==> config.mk <==
export PLATFORM = sky130hd
export DESIGN_NAME = mmio_bridge
export DESIGN_NICKNAME = d
export VERILOG_FILES = /design/src/rtl/mmio_pkg.sv /design/src/rtl/mmio_decode.sv /design/src/rtl/mmio_bridge.sv
export SDC_FILE = /design/constraint.sdc
export NUM_CORES = 1
export LEC_CHECK = 0
export ABC_CLOCK_PERIOD_IN_PS = 2500
export CORE_ASPECT_RATIO = 0.6
export CORE_UTILIZATION = 39
export DETAILED_ROUTE_END_ITERATION = 16
export PLACE_DENSITY = 0.8
export SYNTH_ARGS = -nofsm -noshare
export SYNTH_HDL_FRONTEND = slang
export SYNTH_HIERARCHICAL = 1
export SYNTH_SLANG_ARGS = --single-unit
==> constraint.sdc <==
create_clock -name clk -period 2.5 [get_ports clk]
set_clock_uncertainty 0.15 [all_clocks]
set_input_delay 0.25 -clock clk [delete_from_list [all_inputs] [get_ports clk]]
set_output_delay 0.25 -clock clk [all_outputs]
set_load 0.03 [all_outputs]
==> src/rtl/mmio_pkg.sv <==
// Shared types and constants for the EX_DM memory-mapped I/O bridge.
// Region 0 is the internal data memory; regions 1..NUM_CH map to external channels.
package mmio_pkg;

    typedef enum logic [1:0] {
        IDLE,
        WAIT,
        DONE
    } state_t;

    localparam int          REGION_INT   = 0;
    localparam logic [15:0] ERR_DATA_DEF = 16'hDEAD;

    // Region r (1..NUM_CH) selects external channel r-1.
    function automatic int region_to_ch(input int region);
        return region - 1;
    endfunction

endpackage

==> src/rtl/mmio_decode.sv <==
// Combinational region decode: internal DM, one of NUM_CH channels, or unmapped.
// Kept separate so the I/O address map can reuse it.
module mmio_decode
    import mmio_pkg::*;
#(
    parameter int REGION_W = 3,
    parameter int NUM_CH   = 4,
    parameter int CH_W     = 2
) (
    input  logic [REGION_W-1:0] region,
    output logic                is_int,
    output logic                is_unmapped,
    output logic [CH_W-1:0]     ch_idx
);

    int w_region_i;

    always_comb begin
        w_region_i  = int'(region);
        is_int      = (w_region_i == REGION_INT);
        is_unmapped = (w_region_i > NUM_CH);
        ch_idx      = '0;
        if (!is_int && !is_unmapped) begin
            ch_idx = CH_W'(region_to_ch(w_region_i));
        end
    end

endmodule

==> src/rtl/mmio_bridge.sv <==
// EX_DM memory bridge: internal DM accesses pass straight through, external channel
// accesses run a req/ack handshake with wait states and timeout while stalling the pipeline.
module mmio_bridge
    import mmio_pkg::*;
#(
    parameter int                DATA_W   = 16,
    parameter int                ADDR_W   = 16,
    parameter int                REGION_W = 3,
    parameter int                NUM_CH   = 4,
    parameter int                TIMEOUT  = 15,
    parameter logic [DATA_W-1:0] ERR_DATA = DATA_W'(ERR_DATA_DEF)
) (
    input  logic                     clk,
    input  logic                     rst_n,
    input  logic [ADDR_W-1:0]        cpu_addr,
    input  logic                     cpu_re,
    input  logic                     cpu_we,
    input  logic [DATA_W-1:0]        cpu_wdata,
    input  logic [DATA_W-1:0]        dm_rdata,
    output logic                     dm_we,
    output logic [DATA_W-1:0]        cpu_rdata,
    output logic                     stall,
    output logic                     bus_err,
    output logic [NUM_CH-1:0]        ch_req,
    output logic                     ch_we,
    output logic [ADDR_W-1:0]        ch_addr,
    output logic [DATA_W-1:0]        ch_wdata,
    input  logic [NUM_CH*DATA_W-1:0] ch_rdata,
    input  logic [NUM_CH-1:0]        ch_ack
);

    localparam int CH_W  = (NUM_CH > 1) ? $clog2(NUM_CH) : 1;
    localparam int CNT_W = (TIMEOUT > 1) ? $clog2(TIMEOUT) : 1;

    state_t              r_state;
    state_t              w_next;
    logic                w_is_int;
    logic                w_is_unmapped;
    logic [CH_W-1:0]     w_idx;
    logic                w_access;
    logic                w_ext;
    logic                w_ack;
    logic                w_timeout;
    logic [DATA_W-1:0]   w_slice;

    logic [CH_W-1:0]     r_idx;
    logic [CNT_W-1:0]    r_cnt;
    logic                r_err;
    logic [DATA_W-1:0]   r_rdata;
    logic [NUM_CH-1:0]   r_req;
    logic                r_we;
    logic [ADDR_W-1:0]   r_addr;
    logic [DATA_W-1:0]   r_wdata;

    mmio_decode #(
        .REGION_W (REGION_W),
        .NUM_CH   (NUM_CH),
        .CH_W     (CH_W)
    ) u_decode (
        .region      (cpu_addr[ADDR_W-1 -: REGION_W]),
        .is_int      (w_is_int),
        .is_unmapped (w_is_unmapped),
        .ch_idx      (w_idx)
    );

    assign w_access  = cpu_re | cpu_we;
    assign w_ext     = w_access & ~w_is_int & ~w_is_unmapped;
    assign w_ack     = ch_ack[r_idx];
    assign w_timeout = (TIMEOUT != 0) && (r_cnt == CNT_W'(TIMEOUT - 1));
    assign w_slice   = ch_rdata[int'(r_idx)*DATA_W +: DATA_W];

    assign ch_req   = r_req;
    assign ch_we    = r_we;
    assign ch_addr  = r_addr;
    assign ch_wdata = r_wdata;

    always_ff @(posedge clk or negedge rst_n) begin
        if (!rst_n) begin
            r_state <= IDLE;
        end else begin
            r_state <= w_next;
        end
    end

    // DONE always returns to IDLE so the access still presented while the pipeline advances never restarts.
    always_comb begin
        w_next    = r_state;
        stall     = 1'b0;
        bus_err   = 1'b0;
        cpu_rdata = dm_rdata;
        dm_we     = cpu_we & w_is_int;
        case (r_state)
            IDLE: begin
                if (w_access && w_is_unmapped) begin
                    bus_err   = 1'b1;
                    cpu_rdata = ERR_DATA;
                end
                if (w_ext) begin
                    stall  = 1'b1;
                    w_next = WAIT;
                end
            end
            WAIT: begin
                stall     = 1'b1;
                cpu_rdata = r_rdata;
                if (w_ack || w_timeout) begin
                    w_next = DONE;
                end
            end
            DONE: begin
                cpu_rdata = r_rdata;
                bus_err   = r_err;
                w_next    = IDLE;
            end
            default: w_next = IDLE;
        endcase
    end

    // Ack takes priority over timeout when both land in the same cycle.
    always_ff @(posedge clk or negedge rst_n) begin
        if (!rst_n) begin
            r_idx   <= '0;
            r_cnt   <= '0;
            r_err   <= 1'b0;
            r_rdata <= '0;
            r_req   <= '0;
            r_we    <= 1'b0;
            r_addr  <= '0;
            r_wdata <= '0;
        end else begin
            case (r_state)
                IDLE: begin
                    r_cnt <= '0;
                    if (w_ext) begin
                        r_idx   <= w_idx;
                        r_addr  <= cpu_addr;
                        r_wdata <= cpu_wdata;
                        r_we    <= cpu_we;
                        r_req   <= NUM_CH'(1) << w_idx;
                        r_err   <= 1'b0;
                    end
                end
                WAIT: begin
                    r_cnt <= r_cnt + CNT_W'(1);
                    if (w_ack) begin
                        r_rdata <= w_slice;
                        r_err   <= 1'b0;
                        r_req   <= '0;
                        r_we    <= 1'b0;
                    end else if (w_timeout) begin
                        r_rdata <= ERR_DATA;
                        r_err   <= 1'b1;
                        r_req   <= '0;
                        r_we    <= 1'b0;
                    end
                end
                default: ;
            endcase
        end
    end

endmodule

Yosys cells after proc, flatten, opt, wreduce, memory -nomap -nowiden

Index checks and enable logic that the tools add are counted.

Flip-flop bits (word level): 62
Bits in latches: 0
Bits in writable memories: 0
Memory bits (read-only): 0
Input port bits: 120
Output and inout port bits: 56
Logic and storage cells: 68
Memories: 0

Add/subtract/negate cells: 2
Multipliers: 0
Div/mod/pow operators: 0
Order comparisons: 2
Eq/ne operators: 6
Shift operators: 2
Muxes and demuxes: 27
Bitwise gates (word level): 6
Reduce and logical (&&, ||, !) cells: 14

Operators with widths:

| operator              | number |
|---|---|
| $shiftx A64 B7 Y16    | 1 |
| $mux W16              | 3 |
| $pmux W16 S2          | 1 |
| $pmux W4 S2           | 2 |
| $mux W4               | 3 |
| $mux W1               | 9 |
| $pmux W1 S2           | 4 |
| $mux W2               | 3 |
| $reduce_and A2 Y1     | 3 |
| $add A4 B1 Y4 const B | 1 |
| $eq A4 B4 Y1 const B  | 1 |
| $ne A2 B2 Y1 const B  | 2 |
| $pmux W2 S2           | 1 |
| $reduce_bool A2 Y1    | 2 |
| $shl A1 B2 Y4 const A | 1 |
| $and A1 B1 Y1         | 3 |
| $gt A3 B3 Y1 const B  | 1 |
| $logic_not A3 Y1      | 1 |
| $lt A2 B3 Y1 const B  | 1 |
| $ne A3 B3 Y1 const B  | 1 |
| $reduce_and A3 Y1     | 1 |
| $bmux W1 S2           | 1 |
| $eq A2 B1 Y1 const B  | 1 |
| $eq A2 B2 Y1 const B  | 1 |
| 8 further kinds       | 11 |

Logic depth before layout (Yosys ltp)

Gate-level depths: netlist (run 1).

Word-level depth: 7
Mapped depth: 9
Mapped depth without buffers: 8

By module

Netlist (run 1), hierarchy kept.

By module, submodules not included:

| module      | instances | cells an instance | area each (um2) | seq. area each (um2) |
|---|---|---|---|---|
| mmio_bridge | 1         | 263               | 3180.6          | 1551.5 |
| mmio_decode | 1         | 9                 | 80.1            | 0.0 |

Worst setup path before layout (run 1)

OpenSTA, ideal clock, no wires.

Path kind: input -> output
Start: input cpu_addr[13]
End: output cpu_rdata[0]
Arrival: 2108 ps
Required time: 2100 ps
Slack: -8 ps
Stages: 9
Path buffers: 1
Path through: inv_1 > ha_1 > inv_1 > ha_1 > inv_1 > nor3_1 > clkbuf_1 > nor2_1 > o21ai_0

Cells in the longest elaborated chain, start to end: 4

RTL lines:

| item                | line              | RTL |
|---|---|---|
| from (decl)         | mmio_bridge.sv:15 | `input logic [ADDR_W-1:0] cpu_addr,` |
| $gt A3 B3 Y1        | mmio_decode.sv:21 | `is_unmapped = (w_region_i > NUM_CH);` |
| via w_is_unmapped   | mmio_bridge.sv:38 | `logic w_is_unmapped;` |
| $logic_and A1 B1 Y1 | mmio_bridge.sv:94 | `if (w_access && w_is_unmapped) begin` |
| $mux W16            | mmio_bridge.sv:94 |  |
| $pmux W16 S2        | mmio_bridge.sv:92 | `case (r_state)` |
| to (decl)           | mmio_bridge.sv:21 | `output logic [DATA_W-1:0] cpu_rdata,` |

The timed path passes the listed nets, and every way through them passes these cells.

Worst setup path after layout (run 1)

Start: register r_state[0]
End: output cpu_rdata[2]

Cells in the longest elaborated chain, start to end: 3
Elaborated cells on any way between the ends: 5
Those cells by class: eq/ne (2); mux (1); reduce/logical (2)

RTL lines:

| item                                                | line              | RTL |
|---|---|---|
| from (decl)                                         | mmio_bridge.sv:35 | `state_t r_state;` |
| from (signal assigned)                              | mmio_bridge.sv:81 | `r_state <= w_next;` |
| $eq A2 B1 Y1 / $eq A2 B2 Y1 (equally long branches) | mmio_bridge.sv:92 |  |
| $reduce_or A2 Y1 (no source line)                   | n/a               |  |
| $pmux W16 S2 (*)                                    | mmio_bridge.sv:92 |  |

Mark *: on every way between the ends. The rest lies on a longest branch, timed or not.

==> results of run 1 <==
-- layout by cell type, fill, tap and decap left out, drive strengths merged, types with 2 or more instances in the layout --
| cell type | Yosys | layout |
|---|---|---|
| a21oi | 14 | 14 |
| a22o | 8 | 8 |
| a32o | 7 | 7 |
| buf | 8 | 34 |
| clkbuf | 6 | 10 |
| clkdlybuf4s15 | 0 | 5 |
| clkdlybuf4s50 | 0 | 153 |
| clkinv | 0 | 4 |
| clkinvlp | 0 | 2 |
| dfrtp | 62 | 62 |
| dlymetal6s2s | 0 | 2 |
| ha | 9 | 9 |
| inv | 22 | 22 |
| mux2 | 34 | 34 |
| mux4 | 17 | 17 |
| nand2 | 20 | 20 |
| nor2 | 26 | 26 |
| nor2b | 3 | 3 |
| nor3 | 5 | 5 |
| o21ai | 20 | 20 |
| o31ai | 2 | 2 |
-- repair_timing --
| action | CTS | global route |
|---|---|---|
| pin swaps | 0 | 2 |
| hold buffers | 1 | 0 |
| endpoints found under the setup margin | 17 | 17 |
| resized for setup | 22 | 4 |
| buffers inserted | 0 | 0 |
| cloned | 0 | 1 |
| endpoints found under the hold margin | 12 | 0 |
-- how the worst min path moves through the flow --
stage	startpoint	end	slack, ns
floorplan	rst_n	ch_addr[0]	-0.20
global placement	rst_n	r_rdata[10]	0.005
detailed placement	rst_n	r_rdata[12]	0.01
CTS	rst_n	r_rdata[12]	0.21
global route	cpu_addr[14]	ch_addr[14]	0.1
finish	cpu_addr[14]	ch_addr[14]	0.10
-- worst reg2reg max path, cell delays in order (launching register included) --
cell	delay (ns)
dfrtp_1	0.43
inv_1	0.10
ha_1	0.17
buf_4	0.15
o21ai_0	0.17
nor3_4	0.20
buf_4	0.31
mux2_2	0.38
-- per-layer routing --
metal,track usage,up-vias,routed length (um)
li1,-,1364,-
met4,0.0472,0,19
met5,0,-,0
met2,0.379,119,4750
met3,0.0906,2,850
met1,0.267,1416,3990
-- cell usage after synthesis (2+ instances only) --
cell type / count
o31ai_1: 2
dfrtp_1: 62
buf_2: 6
mux4_1: 6
o21ai_0: 20
a22o_1: 8
nand2_1: 19
mux4_2: 11
clkbuf_1: 5
ha_1: 9
mux2_2: 34
nor3_1: 3
inv_1: 22
a21oi_1: 14
nor2_1: 26
nor2b_4: 2
a32o_1: 7
nor3_2: 2
-- stage by stage --
step / total power, mW / setup TNS, ns / hold slack [ns]
after CTS: 6.97 / 0 / 0.214
after detailed placement: 5.84 / -9.24 / 0.0127
after floorplan: 4.23 / 0 / -0.196
after global routing: 7.32 / 0 / 0.0966
after global placement: 5.75 / -8.63 / 0.00549
final: 6.92 / 0 / 0.102
-- power groups by stage --
stage / Combinational, mW / Sequential [mW] / Clock (mW)
floorplan: 1.95 / 2.28 / 0
global placement: 4.02 / 1.72 / 0
detailed placement: 4.09 / 1.75 / 0
CTS: 4.11 / 1.74 / 1.12
global route: 4.34 / 1.80 / 1.18
finish: 4.09 / 1.74 / 1.09
-- cell type report --
cell class,instances,area (sq um),share of cell area
clock buffers,10,229,0.0417
clock inverters,6,38.8,0.00706
multi-input cells,174,1570,0.286
inverters,22,82.6,0.0150
flip-flops and latches,62,1550,0.282
well taps,108,135,0.0246
repair buffers,196,1890,0.343
-- cell families after synthesis --
| group | count (synthesis) | share of synthesized area |
|---|---|---|
| AND/OR/NAND/NOR | 59 | 0.0879 |
| adder cells (fa/ha/maj) | 9 | 0.0345 |
| XOR/XNOR | 2 | 0.00537 |
| multiplexers | 51 | 0.242 |
| flip-flops | 62 | 0.476 |
| buffers and inverters | 36 | 0.0499 |
| AO/OA/AOI/OAI | 53 | 0.105 |
-- sequential cells by signal, indices dropped and copies added, names as in the netlist --
| name | cells |
|---|---|
| r_cnt | 4 |
| ch_req | 4 |
| r_err | 1 |
| r_state | 2 |
| ch_addr | 16 |
| r_idx | 2 |
| ch_we | 1 |
| ch_wdata | 16 |
| r_rdata | 16 |
==> out/qor.yml, run 1 <==
async_reset_ff_frac: 1.00
cp_slowest_cell: "dfrtp_1"
hold_depth: 2
critPathKind: "reg2out"
crit_arrival_ns: 1.95
cp_top_family: "buffers and inverters"
maxSlewHeadroom: 0.711
yosys_register_bits: 62
grt_max_degree: 31
syn-cell-area_sq_um: 3260
grt_pass1_wl_um: 14800
final_net_count: 594
synth_cell_type_count: 32
maxSlewViolCount: 0
worst_ep_required_time_ns: 2.10
synth-edff-count: 0
drt_iter0_drc: 134
end_kind: "output port"
yosys_warnings: 6
place_inst: 560
dp_slack_ns: -0.479
clkLatencyLatePin_ns: 0.32
fin_ws_ns: 0.146
pwr-share-seq: 0.251
drt_pass1_iterations: 4
vdd_drop_max_v: 0.000649
clk_path_buf_depth: 2
syn_nets: 401
dieWidth_um: 120
cp.depth: 7
leakage_nw: 2.37
path_cells: "inv_1, ha_1, nor2b_2, buf_4, nand2_1, o21ai_1, buf_4"
crit_start: "r_state[0]"
grt.overflow.total: 0
grt_usage: 0.222
rsz0062_at_grt: "no"
drcViolationCount: 0
wl_um: 9600
p_switching_mw: 2.93
clockRootBuffer: "clkbuf_16"
min-delay-path-class: "in2reg"
final_util: 0.689
antenna_found_initial: 0
seq_area_frac_synth: 0.476
max_stage_delay_ns: 0.42
final-setup-viol-count: 0
startpoint_type: "flop"
cts-buffers-inserted: 9
grt_pass1_vias: 3005
core.rowCount: 25
core_area_sq_um: 7980
synthCells: 272
crit_buf_inv: 3
outcome: "complete, no violations"
path_max_fanout: 11
power-per-cell-area_nw_per_um2: 1260
finalCritPeriodShare: 0.942
rrSetupSlack_ns: 0.34
dp_hpwl_um: 7420
ios: 176
start_util: 0.409
critPathMostFrequentCell: "buf_4"
timing.rr.end: "ch_wdata[15]"
fill_cells: 624
p_comb_frac: 0.591
ff2ff_path_depth: 7
syn_avg_cell_area_sq_um: 12.0
synth_top_area_share: 0.476
p_int_mw: 4.00
clock.fmax_ghz: 0.425
critPathCapture: "cpu_rdata[2]"
period_needed_ns: 2.35
yosys-top-cells-area: "dfrtp_1 48%, mux2_2 12%, mux4_2 7.6%, mux4_1 4.8%, ha_1 3.5%"
avgViaCountPerCell: 5.02
drive_above_1_share: 0.238
hold_viol_final: 0
placed_cell_area_sq_um: 5180
yosysTopAreaCell: "dfrtp_1"
antenna_left: 0
switching_share: 0.423
worstReg2RegStart: "r_state[0]"
p_clk_frac: 0.158
ys.flop_type: "dfrtp_1"
clk_pin_slew_ns: 0.05
stdcell_count: 578
maxCapViolations: 0
die_area_sq_um: 8740
die-height_um: 72.8
io_buffer_count: 175
cts_sinks: 62
tightest_slew_ns: 0.432
fin_area_sq_um: 5500
vias: 2901
h-tree-depth: 3
antennaDiodeCount: 0
cts_tree: "yes"
routabilityCongestion: 0.882
wl_per_cell_um: 16.6
syn_to_final_growth_pct: 68.6
Power figures use the tool's default switching activity.
==> run 2, diff against run 1 <==
PLACE_DENSITY = unset   (was 0.8)
PLACE_DENSITY_LB_ADDON = 0.25   (was unset)
TNS_END_PERCENT = 1   (was unset)
==> run 2 against run 1 <==
  * Core utilization increased by 0.31 points
  * Global-route usage increased by 0.30 points
  * Largest power group unchanged
  * Via count decreased by 0.17%
  * Count of clock-buffer cells in the layout increased by 1
  * Critical path type unchanged
  * Wire length decreased by 0.15%
  * Sequential share of layout area decreased by 0.13 points
  * Combinational power about the same
  * Die area unchanged
==> out/qor.yml, run 2 (synthesis gave the netlist of run 1 again) <==
cts-buffers-inserted: 9
vdd_drop_max_v: 0.000712
grt_usage: 0.225
grt_pass1_wl_um: 14900
post_cts_buffers: 0
min-delay-path-class: "in2reg"
tightest_slew_ns: 0.790
drt_pass1_iterations: 4
outcome: "complete, no violations"
leakage_nw: 2.39
syn_to_final_growth_pct: 69.3
drcViolationCount: 0
dp_hpwl_um: 7330
power_mw: 7.04
p_switching_mw: 2.92
fin_area_sq_um: 5520
vias: 2896
final_common_cell: "clkdlybuf4s50_1"
max_stage_delay_ns: 0.42
maxCapViolations: 0
p_clk_frac: 0.176
cp_slowest_cell: "dfrtp_1"
final_net_count: 593
critPathKind: "reg2out"
die_area_sq_um: 8740
finalCritPeriodShare: 0.951
clkLatencyLatePin_ns: 0.32
multi_input_area_sq_um: 1580
die-height_um: 72.8
avgViaCountPerCell: 5.02
antennaDiodeCount: 0
hold_viol_final: 0
dieWidth_um: 120
pwr-share-seq: 0.248
grt_max_degree: 36
period_needed_ns: 2.38
maxSlewViolCount: 0
path_cells: "inv_1, ha_1, buf_4, o21ai_0, nor3_4, inv_1, nand2_1, buf_4"
end_kind: "output port"
placed_cell_area_sq_um: 5180
ios: 176
start_util: 0.409
power-per-cell-area_nw_per_um2: 1270
wl_um: 9590
crit_arrival_ns: 1.98
final-setup-viol-count: 0
rsz0062_at_grt: "no"
grt.overflow.total: 0
antenna_left: 0
core_area_sq_um: 7980
place_inst: 559
layout_common_cells: "153 x clkdlybuf4s50_1, 62 x dfrtp_1, 34 x mux2_2, 29 x buf_4, 25 x nor2_1"
final_util: 0.692
drt_iter0_drc: 152
stdcell_count: 577
cts_tree: "yes"
p_int_mw: 4.11
routabilityCongestion: 0.785
io_buffer_count: 175
cts_sinks: 62
path_max_fanout: 6
antenna_found_initial: 0
h-tree-depth: 3
switching_share: 0.416
startpoint_type: "flop"
p_comb_frac: 0.577
clockRootBuffer: "clkbuf_16"
fin_tns_setup_ns: 0
drive_above_1_share: 0.237
clk_pin_slew_ns: 0.06
clock.fmax_ghz: 0.421
clk_path_buf_depth: 2
fill_cells: 630
grt_pass1_vias: 3014
wl_per_cell_um: 16.6
seq_area_sq_um: 1550
core.rowCount: 25
worst_ep_required_time_ns: 2.10
maxSlewHeadroom: 0.473
run 2: worst paths after layout:
check                             start           to  slack [ns]  cells past startpoint
setup / recovery             r_state[0]        stall        0.12                      8
hold / removal             cpu_addr[14]  ch_addr[14]        0.08                      2
setup reg to reg             r_state[0]     r_idx[1]        0.33                      7
hold reg to reg               ch_req[3]    ch_req[3]        0.35                      1
max in group asynchronous         rst_n     r_idx[1]        1.08                      3
min in group asynchronous         rst_n  ch_wdata[0]        0.42                      2
run 2: cell type report:
class                   instances  share of cell area
repair buffers                195               0.339
multi-input cells             174               0.286
flip-flops and latches         62               0.281
clock buffers                  11              0.0440
well taps                     108              0.0245
inverters                      22              0.0150
clock inverters                 5              0.0107
run 2: metal layers:
metal	vias up	part of all wire	global-route usage	wire (um)
li1	1364	-	-	-
met1	1382	0.40	0.267	3860
met2	138	0.47	0.378	4520
met3	12	0.12	0.0906	1110
met4	0	0.0099	0.0722	95
met5	-	0	0	0
run 2: what timing repair did:
action | in CTS | in global routing
setup endpoints to repair | 18 | 17
gates resized for setup | 23 | 24
gates cloned | 1 | 0
hold buffers | 1 | 0
pin swaps | 1 | 2
hold endpoints to repair | 33 | 0
run 2: critical path, delay by kind of cell (launching register included):
family	cells	cell delay [ns]
AOI/OAI and AO/OA	1	0.19
adders and majority gates	1	0.18
buffers and inverters	4	0.52
DFF	1	0.42
and+or+nand+nor	2	0.34
run 2: power by group through the flow:
stage          Clock (mW)  Combinational (mW)  Sequential, mW
2_1_floorplan           0                1.93            2.28
3_5_place_dp            0                4.05            1.75
5_1_grt              1.31                4.32            1.80
3_3_place_gp            0                4.00            1.73
4_1_cts              1.26                4.07            1.74
6_report             1.24                4.06            1.74
run 2: through the flow:
step | setup WS (ns) | hold WS, ns
floorplan | -0.00825 | -0.196
global placement | -0.432 | 0.217
detailed placement | -0.484 | 0.228
CTS | -0.0548 | 0.351
global route | 0.0288 | 0.0764
finish | 0.122 | 0.0806
